[src/rtl/axi_stream_write_fifo_pkg.sv]
// Beat layout shared by the AXI-Stream write/read FIFOs.
// A packed beat is {data | keep | dest | id | last}, with last in bit 0.
package axi_stream_write_fifo_pkg;

  localparam int LAST_OFS = 0;
  localparam int ID_OFS   = 1;

  function automatic int keep_width(input int bus_width);
    return bus_width / 8;
  endfunction

  function automatic int dest_ofs(input int id_width);
    return ID_OFS + id_width;
  endfunction

  function automatic int keep_ofs(input int id_width, input int dest_width);
    return dest_ofs(id_width) + dest_width;
  endfunction

  function automatic int data_ofs(input int id_width, input int dest_width, input int bus_width);
    return keep_ofs(id_width, dest_width) + keep_width(bus_width);
  endfunction

  function automatic int beat_width(input int bus_width, input int dest_width, input int id_width);
    return data_ofs(id_width, dest_width, bus_width) + bus_width;
  endfunction

endpackage

[src/rtl/axi_stream_write_fifo_sync_fifo_regs.sv]
// Register-array FIFO with push/pop/count. Pointers wrap modulo DEPTH.
// Full and empty are told apart by the count, never by pointer equality.
module sync_fifo_regs #(
  parameter int WIDTH     = 8,
  parameter int DEPTH     = 4,
  parameter int CNT_WIDTH = $clog2(DEPTH) + 1
) (
  input  logic                 i_clk,
  input  logic                 i_aresetn,
  input  logic                 i_push,
  input  logic                 i_pop,
  input  logic [WIDTH-1:0]     i_data,
  output logic [WIDTH-1:0]     o_data,
  output logic [CNT_WIDTH-1:0] o_count,
  output logic                 o_empty
);

  localparam int PTR_WIDTH = $clog2(DEPTH);

  logic [WIDTH-1:0]     mem [DEPTH];
  logic [PTR_WIDTH-1:0] wr_ptr;
  logic [PTR_WIDTH-1:0] rd_ptr;

  // NOTE: the storage array has no reset; only pointers and count define validity.
  always_ff @(posedge i_clk) begin
    if (i_push) mem[wr_ptr] <= i_data;
  end

  // NOTE: sequential state uses non-blocking assignments so all registers update together.
  always_ff @(posedge i_clk or negedge i_aresetn) begin
    if (!i_aresetn) begin
      wr_ptr  <= '0;
      rd_ptr  <= '0;
      o_count <= '0;
    end else begin
      if (i_push) wr_ptr <= wr_ptr + 1'b1;
      if (i_pop)  rd_ptr <= rd_ptr + 1'b1;
      case ({i_push, i_pop})
        2'b10:   o_count <= o_count + 1'b1;
        2'b01:   o_count <= o_count - 1'b1;
        default: o_count <= o_count;
      endcase
    end
  end

  assign o_data  = mem[rd_ptr];
  assign o_empty = (o_count == '0);

endmodule

[src/rtl/axi_stream_write_fifo.sv]
// Buffered AXI-Stream master: queue of up to DEPTH beats, the head held in a
// registered output stage so the bus sees back-to-back transfers.
module axi_stream_write_fifo
  import axi_stream_write_fifo_pkg::*;
#(
  parameter int BUS_WIDTH  = 64,
  parameter int DEST_WIDTH = 8,
  parameter int ID_WIDTH   = 8,
  parameter int DEPTH      = 4,
  parameter int CNT_WIDTH  = $clog2(DEPTH) + 1
) (
  input  logic                   i_clk,
  input  logic                   i_aresetn,
  input  logic [31:0]            i_core_TID,
  input  logic                   i_enable,
  output logic                   o_ready,
  output logic                   o_idle,
  output logic [CNT_WIDTH-1:0]   o_count,
  output logic                   o_overflow,
  input  logic                   i_clr_overflow,
  input  logic [BUS_WIDTH-1:0]   i_data_to_transmit,
  input  logic [BUS_WIDTH/8-1:0] i_tkeep,
  input  logic [31:0]            i_tdest,
  input  logic                   i_tlast,
  output logic                   o_tvalid,
  input  logic                   i_tready,
  output logic [BUS_WIDTH-1:0]   o_tdata,
  output logic [BUS_WIDTH/8-1:0] o_tkeep,
  output logic [DEST_WIDTH-1:0]  o_tdest,
  output logic [ID_WIDTH-1:0]    o_tid,
  output logic                   o_tlast
);

  localparam int KEEP_WIDTH = keep_width(BUS_WIDTH);
  localparam int BEAT_WIDTH = beat_width(BUS_WIDTH, DEST_WIDTH, ID_WIDTH);
  localparam int DEST_OFS   = dest_ofs(ID_WIDTH);
  localparam int KEEP_OFS   = keep_ofs(ID_WIDTH, DEST_WIDTH);
  localparam int DATA_OFS   = data_ofs(ID_WIDTH, DEST_WIDTH, BUS_WIDTH);

  logic [BEAT_WIDTH-1:0] in_beat;
  logic [BEAT_WIDTH-1:0] out_beat;
  logic [BEAT_WIDTH-1:0] fifo_head;
  logic [CNT_WIDTH-1:0]  fifo_count;
  logic                  fifo_empty;
  logic                  push;
  logic                  load_out;
  logic                  fifo_push;
  logic                  fifo_pop;
  logic                  unused_upper;

  assign in_beat = {i_data_to_transmit, i_tkeep, i_tdest[DEST_WIDTH-1:0],
                    i_core_TID[ID_WIDTH-1:0], i_tlast};
  assign unused_upper = ^{i_core_TID, i_tdest};

  // Occupancy is the queued beats plus the one sitting in the output stage.
  assign o_count = fifo_count + CNT_WIDTH'(o_tvalid);
  assign o_ready = (o_count < CNT_WIDTH'(DEPTH));
  assign o_idle  = (o_count == '0);

  assign push     = i_enable && o_ready;
  assign load_out = !o_tvalid || i_tready;
  // An empty queue lets a new beat go straight into a free output stage.
  assign fifo_pop  = load_out && !fifo_empty;
  assign fifo_push = push && !(load_out && fifo_empty);

  sync_fifo_regs #(
    .WIDTH     (BEAT_WIDTH),
    .DEPTH     (DEPTH),
    .CNT_WIDTH (CNT_WIDTH)
  ) u_fifo (
    .i_clk     (i_clk),
    .i_aresetn (i_aresetn),
    .i_push    (fifo_push),
    .i_pop     (fifo_pop),
    .i_data    (in_beat),
    .o_data    (fifo_head),
    .o_count   (fifo_count),
    .o_empty   (fifo_empty)
  );

  always_ff @(posedge i_clk or negedge i_aresetn) begin
    if (!i_aresetn) begin
      o_tvalid <= 1'b0;
      out_beat <= '0;
    end else if (load_out) begin
      if (!fifo_empty) begin
        o_tvalid <= 1'b1;
        out_beat <= fifo_head;
      end else if (push) begin
        o_tvalid <= 1'b1;
        out_beat <= in_beat;
      end else begin
        o_tvalid <= 1'b0;
      end
    end
  end

  // A new overflow in the same cycle as a clear keeps the flag set.
  always_ff @(posedge i_clk or negedge i_aresetn) begin
    if (!i_aresetn) begin
      o_overflow <= 1'b0;
    end else if (i_enable && !o_ready) begin
      o_overflow <= 1'b1;
    end else if (i_clr_overflow) begin
      o_overflow <= 1'b0;
    end
  end

  assign o_tdata = out_beat[DATA_OFS +: BUS_WIDTH];
  assign o_tkeep = out_beat[KEEP_OFS +: KEEP_WIDTH];
  assign o_tdest = out_beat[DEST_OFS +: DEST_WIDTH];
  assign o_tid   = out_beat[ID_OFS +: ID_WIDTH];
  assign o_tlast = out_beat[LAST_OFS];

endmodule

[config.mk]
export PLATFORM = sky130hd
export DESIGN_NAME = axi_stream_write_fifo
export DESIGN_NICKNAME = d
export VERILOG_FILES = /design/src/rtl/axi_stream_write_fifo_pkg.sv /design/src/rtl/axi_stream_write_fifo_sync_fifo_regs.sv /design/src/rtl/axi_stream_write_fifo.sv
export SDC_FILE = /design/constraint.sdc
export NUM_CORES = 1
export LEC_CHECK = 0
export ABC_AREA = 1
export CAP_MARGIN = 20
export CORE_MARGIN = 2
export CORE_UTILIZATION = 30
export CTS_CLUSTER_SIZE = 28
export DETAILED_ROUTE_END_ITERATION = 7
export MAX_ROUTING_LAYER = met4
export PLACE_DENSITY = 0.47
export RECOVER_POWER = 100
export REMOVE_ABC_BUFFERS = 1
export SLEW_MARGIN = 40
export SYNTH_ARGS = -nofsm -noshare
export SYNTH_HDL_FRONTEND = slang
export SYNTH_SLANG_ARGS = --single-unit
[constraint.sdc]
create_clock -name i_clk -period 5.4 [get_ports i_clk]
set_input_delay 1.08 -clock i_clk [delete_from_list [all_inputs] [get_ports i_clk]]
set_output_delay 1.08 -clock i_clk [all_outputs]
set_load 0.02 [all_outputs]
==> out/results.tsv <==
metric	value	unit
max_cap_viol_count	5	
num_vias	12460	
ff2ff_path_depth	7	
dieArea	63390	um2
status	finished, violations left	
ys_types	23	
clkTransAtPathRegs	0.06	ns
reg2reg_from	u_fifo.o_count[0]	
ys.warnings.count	0	
critPathCaptureType	flop	
final.min_clock_period	4.024	ns
fp.dieW	251.8	um
hold_path_end	out_beat[12]	
drive_gt1_share	5.885	%
grt_pass1_vias	12480	
syn_avg_cell_area	10.93	um2
rsz0062_at_grt	false	
via_per_inst	4.654	
layout_setup_ws	1.376	ns
grt_pass1_wl	77010	um
cts_tree	done	
design_area	22780	um2
floorplan.initialDensity	30.46	%
power_leakage	0.009057	uW
overflow	0	
grt_max_degree	90	
synth_area	18420	um2
drc	0	
die_h	251.8	um
syn_inst	1685	
utilization	37.67	%
dp_slack	1.581	ns
p_per_area	602.9	nW/um2
clock_sinks	454	
fin_crit_sh	74.52	%
routedWlPerCell	18.70	um
num_rows	90	
cts_made_buffers	51	
min-delay-start	out_beat[12]	
arrival	3.99	ns
setup-tns-final	0	ns
path_max_fanout	50	
reg2reg_slack	1.38	ns
hold_class	flop to flop	
r2r-end	u_fifo.mem[3][41]	
holdPathStages	2	
slew_viol_final	253	
critPathKind	flop to flop	
clock_latency	0.58	ns
grt_antenna_before_repair	10	
worst_slew_pin_slew	2.689	ns
dr.pass1.iters	5	
relSlewSlack	-79.24	%
grt_usage	16.35	%
gp_congestion	0.6911	
dpl.hpwl	26340	um
postCtsHoldBufs	0	
fin_nets	1994	
cts-root-buf	clkbuf_16	
synth-seq-cells	454	
htreeDepth	2	
cts_max_path_buffers	3	
required	5.36	ns
violations	max-capacitance violations, max-slew violations	
cpMaxStageDelayCell	clkbuf_2	
dr.first_iter.drc_count	743	
coreArea	60470	um2
ios	238	
drt-total-wl	50090	um
placed_cells	2573	
hold_violations	0	
finClkSkew	0.01302	ns
postRouteAntennaNets	0	
cts_resized	0	
synth_seq_area_share	71.36	%
start_kind	flop	
max_freq	248.5	MHz
setup_viol_count_final	0	
port_buffers	189	
critical_path.cell_chain	inv_1 -> nand3_4 -> inv_4 -> nand2_1 -> nand2_1 -> nor2_4 -> clkbuf_2	
ir_worst_vdd	0.0002735	V
cts_setup_buffers	0	
place_area	21120	um2
cpPeakStageDelay	0.92	ns
fin_cells	2678	
critPathMostFrequentCell	nand2_1	
areaGrowthSynthToFinish	23.68	%
cells in the final DEF, fill, tap and decap left out, types with 2 or more instances in the layout:
master	instances
buf_12	3
buf_4	8
buf_6	3
bufinv_16	3
clkbuf_1	16
clkbuf_16	53
clkbuf_2	5
clkbuf_8	10
clkdlybuf4s50_1	3
clkinv_1	2
clkinv_2	10
clkinvlp_4	4
dfrtp_1	96
dfrtp_4	2
diode_2	10
dlygate4sd3_1	185
edfxtp_1	356
ha_1	7
inv_1	14
inv_6	2
nand2_1	721
nand3_1	359
nand3_4	2
nor2_1	5
nor2_4	3
o21ai_0	2
xnor2_1	2
xor2_1	3
metrics by stage:
step / power (uW) / hold WS, ns
after floorplan: 8412 / 0.4711
after global placement: 10610 / 0.4935
after detailed placement: 10660 / 0.4920
after CTS: 14180 / 0.5008
after global routing: 14760 / 0.5239
final: 13730 / 0.4992
per-layer routing:
layer,track usage [%],vias up,wire [um]
met5,-,-,0
met4,3.280,0,732
met3,3.105,63,2204
met2,26.87,231,24470
met1,21.23,6102,22680
li1,-,6068,-
synthesized netlist by cell type:
master | count | area share, %
inv_2 | 3 | 0.061
nand2_2 | 1 | 0.034
inv_1 | 14 | 0.29
buf_4 | 2 | 0.081
fa_1 | 1 | 0.11
nand3_1 | 360 | 9.8
dfrtp_1 | 98 | 13
ha_1 | 7 | 0.48
nor3_1 | 1 | 0.027
buf_2 | 44 | 1.2
xnor2_1 | 1 | 0.048
clkbuf_1 | 43 | 0.88
buf_6 | 2 | 0.12
o22ai_1 | 1 | 0.034
edfxtp_1 | 356 | 58
xor2_1 | 3 | 0.14
a21oi_1 | 1 | 0.027
nand2_1 | 721 | 15
nand3_2 | 1 | 0.054
nor2_1 | 8 | 0.16
o21ai_0 | 2 | 0.054
buf_1 | 14 | 0.29
xnor2_2 | 1 | 0.088
sequential cells by signal, summed over array words and instances (netlist names):
signal / cells
u_fifo.rd_ptr: 2
o_overflow: 1
u_fifo.mem: 356
u_fifo.wr_ptr: 2
out_beat: 89
o_tvalid: 1
u_fifo.o_count: 3
power by group:
group	switching (uW)	leakage (uW)	internal (uW)
logic	3500	0.00381	1640
clock network	1390	0.000826	2070
registers	424	0.00442	4710
total	5310	0.00906	8420
kinds of logic after synthesis:
| logic type | Yosys count | synth area share [%] |
|---|---|---|
| flops | 454 | 71.36 |
| buf+inv | 122 | 2.908 |
| simple gates | 1092 | 24.76 |
| xor+xnor | 5 | 0.2786 |
| fa+ha+maj | 8 | 0.5842 |
| compound gates | 4 | 0.1155 |
final cells by class:
class	count	area, um2
antenna	10	25.02
clock buffer	76	1513
clock inverter	19	177.7
fill	5867	37690
inverter	17	76.32
multi-input combinational	1109	4780
sequential	454	13150
tap	782	978.4
timing repair buffer	211	2079
worst max path at each step:
stage | slack (ns) | endpoint | depth (start not counted) | from
floorplan | -1.33 | u_fifo.mem[0][0] | 6 | u_fifo.o_count[2]
global placement | 1.54 | out_beat[3] | 8 | i_tready
detailed placement | 1.58 | out_beat[3] | 8 | i_tready
CTS | 1.64 | u_fifo.o_count[2] | 11 | u_fifo.o_count[2]
global route | 1.04 | u_fifo.mem[0][14] | 7 | u_fifo.o_count[0]
finish | 1.38 | u_fifo.mem[3][41] | 7 | u_fifo.o_count[0]
critical path, delay by kind of cell (launching register included):
kind | cells | cell delay [ns]
buf+inv | 3 | 1.81
simple gates | 4 | 1.14
flops | 1 | 0.40
No activity file was read; power rests on OpenSTA's default activity.
